File: src/rtl/arb2_4_pkg.sv
// Shared encodings for the two-requester arbiter in front of mux2_4.
package arb2_4_pkg;

  typedef enum logic {
    EMPTY = 1'b0,
    FULL  = 1'b1
  } state_e;

  localparam logic SRC_A = 1'b0;
  localparam logic SRC_B = 1'b1;

endpackage

File: src/rtl/mux2_4.sv
// 2:1 multiplexer for the shared word datapath (sel=0 picks a, sel=1 picks b).
module mux2_4 #(
  parameter int unsigned WIDTH = 4
) (
  input  logic [WIDTH-1:0] a,
  input  logic [WIDTH-1:0] b,
  input  logic             sel,
  output logic [WIDTH-1:0] y
);

  assign y = sel ? b : a;

endmodule

File: src/rtl/arb2_4.sv
// Round-robin arbiter for two requesters sharing mux2_4, with a one-entry
// output buffer, valid/ready downstream handshake and per-source counters.
import arb2_4_pkg::*;

module arb2_4 #(
  parameter int unsigned WIDTH = 4,
  parameter int unsigned CNT_W = 8
) (
  input  logic             clk,
  input  logic             rst_n,
  input  logic             req_a,
  input  logic [WIDTH-1:0] data_a,
  output logic             gnt_a,
  input  logic             req_b,
  input  logic [WIDTH-1:0] data_b,
  output logic             gnt_b,
  output logic             sel,
  output logic             out_valid,
  input  logic             out_ready,
  output logic [WIDTH-1:0] out_data,
  output logic             out_src,
  output logic [CNT_W-1:0] cnt_a,
  output logic [CNT_W-1:0] cnt_b
);

  state_e             state_q;
  logic               prio_q;
  logic               sel_q;
  logic [WIDTH-1:0]   out_data_q;
  logic               out_src_q;
  logic [CNT_W-1:0]   cnt_a_q;
  logic [CNT_W-1:0]   cnt_b_q;

  logic               any_req;
  logic               can_load;
  logic               winner;
  logic               grant;
  logic [WIDTH-1:0]   mux_y;

  // Arbitration: a lone requester wins; on contention the priority pointer decides.
  always_comb begin
    any_req  = 1'b0;
    can_load = 1'b0;
    winner   = SRC_A;
    grant    = 1'b0;
    gnt_a    = 1'b0;
    gnt_b    = 1'b0;
    sel      = sel_q;

    any_req  = req_a | req_b;
    can_load = (state_q == EMPTY) | out_ready;
    winner   = req_b & (~req_a | prio_q);
    // rst_n gating keeps grants low while the block is held in reset.
    grant    = rst_n & can_load & any_req;
    gnt_a    = grant & (winner == SRC_A);
    gnt_b    = grant & (winner == SRC_B);
    if (grant) begin
      sel = winner;
    end
  end

  mux2_4 #(.WIDTH(WIDTH)) u_mux (
    .a   (data_a),
    .b   (data_b),
    .sel (sel),
    .y   (mux_y)
  );

  // Buffer FSM, priority pointer and counters; everything holds unless a load slot is open.
  always_ff @(posedge clk or negedge rst_n) begin
    if (!rst_n) begin
      state_q    <= EMPTY;
      prio_q     <= SRC_A;
      sel_q      <= SRC_A;
      out_data_q <= '0;
      out_src_q  <= SRC_A;
      cnt_a_q    <= '0;
      cnt_b_q    <= '0;
    end else if (can_load) begin
      state_q <= any_req ? FULL : EMPTY;
      if (any_req) begin
        out_data_q <= mux_y;
        out_src_q  <= sel;
        prio_q     <= ~sel;
        sel_q      <= sel;
        if (sel == SRC_A) begin
          cnt_a_q <= CNT_W'(cnt_a_q + CNT_W'(1));
        end else begin
          cnt_b_q <= CNT_W'(cnt_b_q + CNT_W'(1));
        end
      end
    end
  end

  assign out_valid = (state_q == FULL);
  assign out_data  = out_data_q;
  assign out_src   = out_src_q;
  assign cnt_a     = cnt_a_q;
  assign cnt_b     = cnt_b_q;

endmodule
File: config.mk
export PLATFORM = sky130hd
export DESIGN_NAME = arb2_4
export DESIGN_NICKNAME = d
export VERILOG_FILES = /design/src/rtl/arb2_4_pkg.sv /design/src/rtl/mux2_4.sv /design/src/rtl/arb2_4.sv
export SDC_FILE = /design/constraint.sdc
export NUM_CORES = 1
export LEC_CHECK = 0
export BUFFER_PORTS_ARGS = -buffer_cell sky130_fd_sc_hd__buf_2
export CAP_MARGIN = 15
export CORE_ASPECT_RATIO = 1.4
export CORE_UTILIZATION = 53
export DETAILED_ROUTE_END_ITERATION = 16
export HOLD_SLACK_MARGIN = 0.12
export PLACE_DENSITY = 0.89
export SLEW_MARGIN = 20
export SYNTH_ARGS = -nofsm -noshare
export SYNTH_HDL_FRONTEND = slang
export SYNTH_SLANG_ARGS = --single-unit
File: constraint.sdc
create_clock -name clk -period 3 [get_ports clk]
set_input_delay 0.15 -clock clk [delete_from_list [all_inputs] [get_ports clk]]
set_output_delay 0.15 -clock clk [all_outputs]
set_load 0.05 [all_outputs]
### After elaboration in Yosys (flattened, before gate mapping)

Index checks and enable logic that the tools add are counted.

| word-level totals | value |
|---|---|
| input port bits | 13 |
| ROM bits | 0 |
| flip-flop bits (word level) | 23 |
| latch bits | 0 |
| memory bits (writable) | 0 |
| memories | 0 |

| cells by class | value |
|---|---|
| multipliers | 0 |
| reductions and logical operators | 3 |
| shifts and indexed selects | 0 |
| $lt $le $gt $ge | 0 |
| bitwise logic cells | 12 |
| divide/modulo/power cells | 0 |
| add/sub/neg operators | 2 |
| equality and inequality tests | 0 |
| muxes and demuxes | 3 |

Operators by type and width:

| operator | count |
|---|---|
| $add A8 B1 Y8 const B | 2 |
| $reduce_and A3 Y1 | 2 |
| $and A1 B1 Y1 | 5 |
| $mux W4 | 1 |
| $not A1 Y1 | 4 |
| $or A1 B1 Y1 | 3 |
| $mux W1 | 2 |
| $reduce_and A2 Y1 | 1 |

### Depth between registers and ports, before layout

Gate-level depths: netlist of the first run.

| depth | value |
|---|---|
| word-level depth | 7 |
| mapped depth | 5 |
| mapped depth without buffers | 5 |

### Cells and area by module

A second synthesis of the first run with hierarchy kept.

| unflattened totals | value |
|---|---|
| cell total of the unflattened synthesis | 104 |
| area total of the unflattened synthesis | 1109.8 µm² |

Modules (own cells, without submodules):

| module | times used | cells an instance | area each (µm²) | sequential area each (µm²) |
|---|---|---|---|---|
| arb2_4 | 1 | 100 | 1064.8 | 575.6 |
| mux2_4 | 1 | 4 | 45.0 | 0.0 |

### Worst setup path after synthesis of the first run

No wires, ideal clock.

| timing path | value |
|---|---|
| kind | flip-flop to output port |
| start | reg state_q (netlist: out_valid) |
| end | out gnt_a |
| data arrival time | 2.073 ns |
| data required time | 2.850 ns |
| path slack | 0.777 ns |
| cell stages (with the launch flop) | 4 |
| cell sequence | dfrtp_1 nand2b_2 nand2_4 a211oi_1 |

| on the way | value |
|---|---|
| cells in the longest elaborated chain, start to end | 5 |

Ends and longest elaborated chain:

| what | RTL line | RTL |
|---|---|---|
| start: declaration | arb2_4.sv:26 | `state_e state_q;` |
| start signal: assignment | arb2_4.sv:80 | `state_q <= any_req ? FULL : EMPTY;` |
| $not A1 Y1 | arb2_4.sv:51 | `can_load = (state_q == EMPTY) \| out_ready;` |
| $or A1 B1 Y1 | arb2_4.sv:51 |  |
| $and A1 B1 Y1 (2 in series) | arb2_4.sv:54 | `grant = rst_n & can_load & any_req;` |
| $and A1 B1 Y1 | arb2_4.sv:55 | `gnt_a = grant & (winner == SRC_A);` |
| end: declaration | arb2_4.sv:13 | `output logic gnt_a,` |

No other way between the ends.

### Worst setup path in the final report of the first run

| timing path | value |
|---|---|
| start | in rst_n |
| end | out sel |

| on the way | value |
|---|---|
| cells in the longest elaborated chain, start to end | 3 |

Ends and longest elaborated chain:

| what | RTL line | RTL |
|---|---|---|
| start: declaration | arb2_4.sv:10 | `input logic rst_n,` |
| $and A1 B1 Y1 (2 in series) | arb2_4.sv:54 |  |
| $mux W1 | arb2_4.sv:57 | `if (grant) begin` |
| end: declaration | arb2_4.sv:17 | `output logic sel,` |

No other way between the ends.

==> results of run 1 <==
==> tightest hold or removal path: cells and delay by family <==
family                 cells  cell delay [ns]
buffers and inverters      1             0.08
AOI/OAI and AO/OA          2             0.19
==> metal layers <==
metal | share of wire (%) | wire length, um | GRT usage [%] | vias to the layer above
met3 | 4.4 | 104 | 3.113 | 6
li1 | - | - | - | 453
met2 | 54 | 1279 | 42.41 | 33
met1 | 39 | 937 | 29.66 | 452
met4 | 2.2 | 53 | 9.217 | 0
met5 | 0 | 0 | 0 | -
==> metrics by stage <==
| step | util (%) | cell area, um2 | std cells | hold WS (ns) |
|---|---|---|---|---|
| CTS | 71.55 | 1429 | 169 | 0.1364 |
| global placement | 67.67 | 1351 | 160 | 0.1599 |
| finish | 71.55 | 1429 | 169 | 0.1377 |
| floorplan | - | 1151 | 103 | -0.1456 |
| global route | 71.55 | 1429 | 169 | 0.1582 |
| detailed placement | 67.67 | 1351 | 160 | 0.1763 |
==> cell usage after synthesis (4+ instances only) <==
cell type	number	area share, %
nand4_1	5	2.7
nand2_1	7	2.3
a21oi_1	4	1.7
a31oi_1	4	2.2
dfrtp_1	23	50
xnor2_1	8	6.1
nor2_1	6	2.0
o21ai_0	4	1.7
xor2_1	6	4.6
nand3_1	5	2.2
inv_1	4	1.3
==> kinds of logic (layout without fill, tap and decap cells) <==
logic type | Yosys count | after routing | share of synthesized area (%)
AND/OR/NAND/NOR | 40 | 40 | 22.61
flip-flops | 23 | 23 | 50.00
AO/OA/AOI/OAI | 17 | 17 | 10.33
XOR/XNOR | 14 | 14 | 10.65
buffers and inverters | 5 | 50 | 2.282
adder cells (fa/ha/maj) | 2 | 2 | 2.174
multiplexers | 2 | 2 | 1.956
==> sequential cells by signal (all words and copies together), names as in the netlist <==
register and cells:
prio_q 1, out_valid 1, out_src 1, cnt_a 8
out_data 4, cnt_b 8
==> layout make-up <==
type                    count  area (um2)  area share [%]
repair buffers             42       235.2           16.46
multi-input cells          75       549.3           38.44
clock inverters             1       5.005          0.3503
clock buffers               3       22.52           1.576
well taps                  21       26.28           1.839
flip-flops and latches     23       575.6           40.28
inverters                   4       15.01           1.051
==> where the power goes <==
| group | leakage [nW] | switching, mW | internal [mW] |
|---|---|---|---|
| registers | 0.280 | 0.0960 | 0.408 |
| logic | 0.400 | 0.527 | 0.188 |
| clock network | 0.0177 | 0.0969 | 0.0499 |
| total | 0.698 | 0.720 | 0.646 |
==> what timing repair did <==
item / in CTS / in global routing
hold endpoints to repair: 27 / 0
setup buffers: 0 / 0
hold buffers: 5 / 0
==> path summary, 6_finish.rpt <==
check	depth (start not counted)	slack, ns	end
max in group asynchronous	2	2.29	cnt_a[2]
min	3	0.14	out_data[0]
max	6	0.70	sel
min in group asynchronous	2	0.33	cnt_b[3]
min reg2reg	1	0.47	cnt_a[7]
max reg2reg	4	1.48	cnt_b[1]
==> results_dict.tcl, run 1 <==
set metrics [dict create \
    cp.required_ns 2.85 \
    netlist_instances 103 \
    critPathMaxStageDelay_ns 0.52 \
    drive_gt1_share_pct 37.84 \
    via_count 944 \
    cp_slowest_cell "dlygate4sd3_1" \
    power.leakage_nw 0.6976 \
    hold_class "primary input to flip-flop" \
    gr-usage-all-layers_pct 24.72 \
    drc 0 \
    layout_commonest_cell "buf_2" \
    fin_ws_ns 0.7009 \
    criticalPathCategory "primary input to primary output" \
    gp_congestion 0.7638 \
    grt_pass1_wl_um 4160 \
    arrival_ns 2.15 \
    synth_edf_count 0 \
    clock-skew-final_ns 0.009979 \
    startpoint_type "primary input" \
    power.density_nw_per_um2 955.9 \
    die_area_um2 2365 \
    fin_nets 164 \
    cts.sinks 23 \
    clk_path_buf_depth 2 \
    grt_overflow 0 \
    grt_antenna_before_repair 0 \
    crit_chain "dlygate4sd3_1, buf_2, inv_1, o31ai_2, nand2_1, buf_2" \
    slew_viol_final 0 \
    syn_to_final_growth_pct 24.13 \
    rsz0062_at_grt "false" \
    ys_seq_area_share_pct 50.00 \
    peakVddDrop_mv 0.7716 \
    dp_slack_ns 1.223 \
    routed_via_density 5.586 \
    max_freq_ghz 0.4349 \
    initial_core_util_pct 57.64 \
    dp_hpwl_um 1774 \
    path_max_fanout 27 \
    clkTransAtPathRegs_ns 0.13 \
    crit_path_end_kind "primary output" \
    drtIter0Drc 14 \
    crit_top_cell "buf_2" \
    synthArstFlopShare_pct 100.0 \
    rows 19 \
    outcome "finished clean" \
    avgSynthCellArea_um2 11.18 \
    io_buffers 37 \
    insertedDiodeCount 0 \
    grt_pass1_vias 987 \
    cts_tree "done" \
    coreArea_um2 1997 \
    finalPower_mw 1.366 \
    slew_headroom_pct 62.73 \
    finalSetupViolations 0 \
    numCtsBuffers 3 \
    finalHoldViolCount 0 \
    clk_latency_ns 0.32 \
    synth-main-ff-cell "dfrtp_1" \
    synth_nets 118 \
    wirelength_um 2374 \
    first_pass_iters 4 \
    period_minus_slack_ns 2.299 \
    grt_max_degree 28 \
    ios 38 \
    antenna_left 0 \
    die_h_um 57.14 \
    critPathBufInv 4 \
    syn_area_um2 1151 \
    mostFrequentLayoutCells "buf_2 (37), dfrtp_1 (23), xnor2_1 (8), nand2_1 (7)" \
    critPathTopFamily "buffers and inverters" \
    ys_types 32 \
    cts-root-buf "clkbuf_4" \
    period_share_pct 76.64 \
    post_drt_wl_per_cell_um 14.05 \
    setup.worst_path.start "rst_n" \
    setup_tns_ns 0 \
    cts_resized 0 \
    min-delay-start "data_a[0]" \
    cap_viol_max_count 0 \
    synth_seq_cells 23 \
    chipWidth_um 41.39 \
    rr_startpoint "out_valid" \
    n_fill_cell 154 \
    yosysWarnings 0 \
    h-tree-depth 1 \
    worst_slew_pin_slew_ns 0.5591 \
]
(Power assumes the default switching activity.)
==> run 2, diff against run 1 <==
CORE_UTILIZATION = 44   (was 53)
PLACE_DENSITY = 0.8   (was 0.89)
clock period = 2.1 ns   (was 3 ns; I/O delays follow)
==> run 2 against run 1 <==
Against the previous run: highest routed layer unchanged; die area rose by 20%; total power up 44%; first-iteration DRC count grew 64%; non-clock buffer count grew 5; core utilization down 10 points; via count increased by 3.3%; worst hold slack worse by 0.012 ns; worst setup slack got worse by 0.61 ns; critical endpoint is now out_data[1]; clock skew down 0.0064 ns; clock power increased by 37%; wire length grew 11%; final cell count grew 11%.
==> results_dict.tcl, run 2 (same netlist as run 1, synthesis figures left out) <==
set metrics [dict create \
    critPathMaxStageDelay_ns 0.56 \
    via_count 975 \
    dp_cells 174 \
    startpoint_type "flip-flop" \
    period_minus_slack_ns 2.009 \
    cts_tree "done" \
    syn_to_final_growth_pct 30.65 \
    r2r_cells 5 \
    combPwrFrac_pct 53.1 \
    drc 0 \
    grt_max_degree 24 \
    finalCoreUtilization_pct 61.55 \
    crit_chain "nor2b_2, o31a_1, o21ai_0, a21oi_1, dlygate4sd3_1" \
    critPathBufInv 1 \
    period_share_pct 95.65 \
    p_clk_share_pct 10.2 \
    insertedDiodeCount 0 \
    peakVddDrop_mv 0.8858 \
    cap_viol_max_count 0 \
    power.density_nw_per_um2 1309 \
    clk_path_buf_depth 2 \
    routed_via_density 5.214 \
    ff2ff_setup_slack_ns 0.09 \
    grt_pass1_wl_um 4609 \
    layout_commonest_cell "buf_2" \
    wirelength_um 2635 \
    worst_slew_pin_slew_ns 0.5506 \
    first_pass_iters 4 \
    initial_core_util_pct 47.11 \
    rows 21 \
    cp_slowest_cell "dlygate4sd3_1" \
    numCtsBuffers 3 \
    grt_overflow 0 \
    multi_input_area_um2 565.5 \
    slew_viol_final 0 \
    slew_headroom_pct 63.16 \
    power.leakage_nw 0.7223 \
    criticalPathCategory "flip-flop to flip-flop" \
    setup.worst_path.start "out_valid" \
    ios 38 \
    cts.sinks 23 \
    gr-usage-all-layers_pct 21.24 \
    dp_hpwl_um 1830 \
    path_max_fanout 4 \
    clock-skew-final_ns 0.003610 \
    place_area_um2 1380 \
    intPower_mw 0.9377 \
    die_h_um 62.52 \
    rr_startpoint "out_valid" \
    critPathTopFamily "compound AO/OA/AOI/OAI gates" \
    outcome "finished clean" \
    rr_endpoint "out_data[1]" \
    chipWidth_um 45.23 \
    cp.required_ns 2.30 \
    p_sw_share_pct 52.38 \
    arrival_ns 2.21 \
    seq_power_share_pct 36.6 \
    gp_congestion 0.7147 \
    drive_gt1_share_pct 39.87 \
    seqCellArea_um2 575.6 \
    h-tree-depth 1 \
    finalHoldViolCount 0 \
    die_area_um2 2828 \
    path_depth 5 \
    coreArea_um2 2444 \
    clk_latency_ns 0.30 \
    rsz0062_at_grt "false" \
    fin_nets 169 \
    max_freq_ghz 0.4979 \
    final_cells 187 \
    mostFrequentLayoutCells "buf_2 (37), dfrtp_1 (23), xnor2_1 (8), nand2_1 (7), dlygate4sd3_1 (7)" \
    clkTransAtPathRegs_ns 0.12 \
    post_drt_wl_per_cell_um 14.09 \
    setup_tns_ns 0 \
    fin_area_um2 1504 \
    grt_pass1_vias 1073 \
    crit_path_end_kind "flip-flop" \
    io_buffers 37 \
    hold_class "primary input to flip-flop" \
    drtIter0Drc 23 \
    setup.worst_path.end "out_data[1]" \
    n_fill_cell 192 \
    grt_antenna_before_repair 0 \
    cts-root-buf "clkbuf_4" \
    antenna_left 0 \
    switchingPower_mw 1.032 \
    finalSetupViolations 0 \
]
## run 2: worst min-delay path by stage
stage | depth (start not counted) | slack, ns | startpoint | endpoint
detailed placement | 2 | 0.20 | rst_n | cnt_b[1]
global placement | 2 | 0.18 | rst_n | out_data[3]
global route | 3 | 0.16 | data_a[2] | out_data[2]
CTS | 3 | 0.13 | data_a[3] | out_data[3]
floorplan | 0 | -0.19 | rst_n | cnt_a[0]
finish | 3 | 0.13 | data_a[3] | out_data[3]
## run 2: final cells by class
cell class              count  area share, %
multi-input cells          75          37.60
repair buffers             47          18.47
clock buffers               3          1.498
flip-flops and latches     23          38.27
clock inverters             1         0.3328
inverters                   4         0.9983
well taps                  34          2.829
## run 2: what timing repair did
| action | CTS | global route |
|---|---|---|
| buffers inserted | 0 | 2 |
| gates resized for setup | 0 | 2 |
| endpoints found under the hold margin | 27 | 0 |
| endpoints found under the setup margin | 0 | 2 |
| hold buffers | 7 | 0 |
## run 2: per-stage QoR
step / setup slack [ns] / hold slack (ns) / total power, mW
floorplan: 0.3347 / -0.1906 / 1.509
detailed placement: 0.6298 / 0.1991 / 1.753
global route: 0.02835 / 0.1598 / 2.079
finish: 0.09141 / 0.1255 / 1.969
global placement: 0.6589 / 0.1831 / 1.725
CTS: 0.1365 / 0.1261 / 1.972
## run 2: layer usage
metal / global-route usage (%) / vias to the layer above / wire length, um
met5: 0 / - / 0
met4: 6.061 / 0 / 59
met3: 3.757 / 6 / 136
met2: 38.22 / 36 / 1441
met1: 24.38 / 470 / 997
li1: - / 463 / -
## run 2: worst min-delay path, delay by kind of cell
kind	cells	cell delay (ns)
AOI/OAI and AO/OA	2	0.21
buffers and inverters	1	0.07
## run 2: power by group through the flow
stage	sequential (mW)	combinational, mW	clock [mW]
global placement	0.717	1.01	0
detailed placement	0.730	1.02	0
floorplan	1.20	0.312	0
global route	0.745	1.11	0.222
CTS	0.722	1.04	0.208
finish	0.722	1.05	0.201
==> run 3, diff against run 2 <==
CAP_MARGIN = default   (was 15)
CORE_ASPECT_RATIO = default   (was 1.4)
==> run 3 against run 2 <==
Against the previous run: critical path depth up 2; clock power barely moved; wire length decreased by 4.8%; die area is 0.10% lower; clock-buffer cell count stayed put; sequential cell count did not move; critical endpoint is now out_data[2].
==> results_dict.tcl, run 3 (same netlist as run 1, synthesis figures left out) <==
set metrics [dict create \
    period_share_pct 95.11 \
    max_freq_ghz 0.5007 \
    arrival_ns 2.25 \
    die_area_um2 2825 \
    critPathTopFamily "buffers and inverters" \
    r2r_cells 5 \
    h-tree-depth 1 \
    mostFrequentLayoutCells "buf_2 (37), dfrtp_1 (23), xnor2_1 (8), dlygate4sd3_1 (8), nand2_1 (7)" \
    gp_congestion 0.8349 \
    finalHoldViolCount 0 \
    layout_commonest_cell "buf_2" \
    fin_nets 169 \
    cts.sinks 23 \
    startpoint_type "primary input" \
    insertedDiodeCount 0 \
    coreArea_um2 2477 \
    wl_met2_um 1318 \
    crit_path_end_kind "flip-flop" \
    cts-root-buf "clkbuf_4" \
    grt_max_degree 20 \
    grt_pass1_vias 920 \
    worst_slew_pin_slew_ns 0.5374 \
    rr_startpoint "out_valid" \
    chipWidth_um 53.15 \
    drive_gt1_share_pct 39.22 \
    setup.worst_path.start "rst_n" \
    routed_via_density 5.355 \
    routed.top_layer "met4" \
    setup.worst_path.end "out_data[2]" \
    wl_met1_um 1048 \
    clkTransAtPathRegs_ns 0.13 \
    post_drt_wl_per_cell_um 13.71 \
    die_h_um 53.15 \
    criticalPathCategory "primary input to flip-flop" \
    first_pass_iters 4 \
    critPathMaxStageDelay_ns 0.57 \
    peakVddDrop_mv 0.9250 \
    grt_antenna_before_repair 0 \
    clk_path_buf_depth 2 \
    io_buffers 37 \
    period_minus_slack_ns 1.997 \
    antenna_left 0 \
    grt_pass1_wl_um 3795 \
    syn_to_final_growth_pct 30.43 \
    cp_slowest_cell "dlygate4sd3_1" \
    final_cells 183 \
    setup_tns_ns 0 \
    dp_cells 170 \
    slew_headroom_pct 64.04 \
    dp_hpwl_um 1813 \
    drtIter0Drc 13 \
    ios 38 \
    grt_overflow 0 \
    path_depth 7 \
    initial_core_util_pct 46.46 \
    crit_top_cell "dlygate4sd3_1" \
    cp.required_ns 2.35 \
    cts_tree "done" \
    whs_ns 0.1446 \
    ff2ff_setup_slack_ns 0.18 \
    path_max_fanout 9 \
    hold_class "primary input to asynchronous set/reset pin" \
    critPathBufInv 4 \
    rows 18 \
    gr-usage-all-layers_pct 19.05 \
    cap_viol_max_count 0 \
    outcome "finished clean" \
    wirelength_um 2509 \
    clock-skew-final_ns 0.006934 \
    crit_chain "dlygate4sd3_1, buf_2, inv_1, o31ai_4, a31oi_1, a21oi_1, dlygate4sd3_1" \
    numCtsBuffers 3 \
    power.leakage_nw 0.7217 \
    power.density_nw_per_um2 1315 \
    slew_viol_final 0 \
    rsz0062_at_grt "false" \
    clk_latency_ns 0.31 \
    drc 0 \
    met3_length_um 122 \
    via_count 980 \
    finalSetupViolations 0 \
    rr_endpoint "out_data[2]" \
]
[run 3: changes by cell type in the layout (fill, tap and decap cells not counted)]
cell	change
buf_4	-1
dlygate4sd3_1	+1
[run 3: layout make-up]
class                           count  area, um2
Multi-Input combinational cell     75      565.5
Timing Repair Buffer               47      280.3
Sequential cell                    23      575.6
Inverter                            4      15.01
Clock buffer                        3      22.52
Tap cell                           30      37.54
Fill cell                         219      975.9
Clock inverter                      1      5.005
[run 3: repair_timing]
item	CTS	global route
buffers inserted	0	1
resized for setup	0	2
endpoints found under the setup margin	0	3
hold endpoints to repair	27	0
hold buffers	8	0
[run 3: through the flow]
step                      worst slack [ns]  instance area, um2  utilization [%]  power, mW
final                               0.1027                1501            60.61      1.975
after global routing               0.02097                1501            60.61      2.089
after CTS                          0.08098                1483            59.85      1.979
after detailed placement            0.5962                1375            55.51      1.752
after global placement              0.6593                1375            55.51      1.726
after floorplan                     0.3347                1156                -      1.509
[run 3: worst min path at each step]
stage                          from     endpoint  cells past startpoint
after floorplan               rst_n     cnt_a[0]                      0
after global placement        rst_n    out_valid                      1
after detailed placement      rst_n    out_valid                      1
after CTS                 data_a[3]  out_data[3]                      3
after global routing      data_a[3]  out_data[3]                      3
final                         rst_n      out_src                      2
[run 3: report_power, final]
part / switching [mW] / internal (mW)
sequential: 0.139 / 0.583
combinational: 0.760 / 0.288
clock: 0.133 / 0.0711
[run 3: worst register-to-register path: stages, from the launching register on]
cell and delay, ns:
dfrtp_1 0.42, nor2b_2 0.21, o31ai_4 0.35, a31oi_1 0.13, a21oi_1 0.18, dlygate4sd3_1 0.57
[run 3: metal layers]
metal  track usage [%]  up-vias
met2             34.39       31
met3             3.161        4
met4             7.456        0
li1                  -      462
met5                 0        -
met1             22.16      483
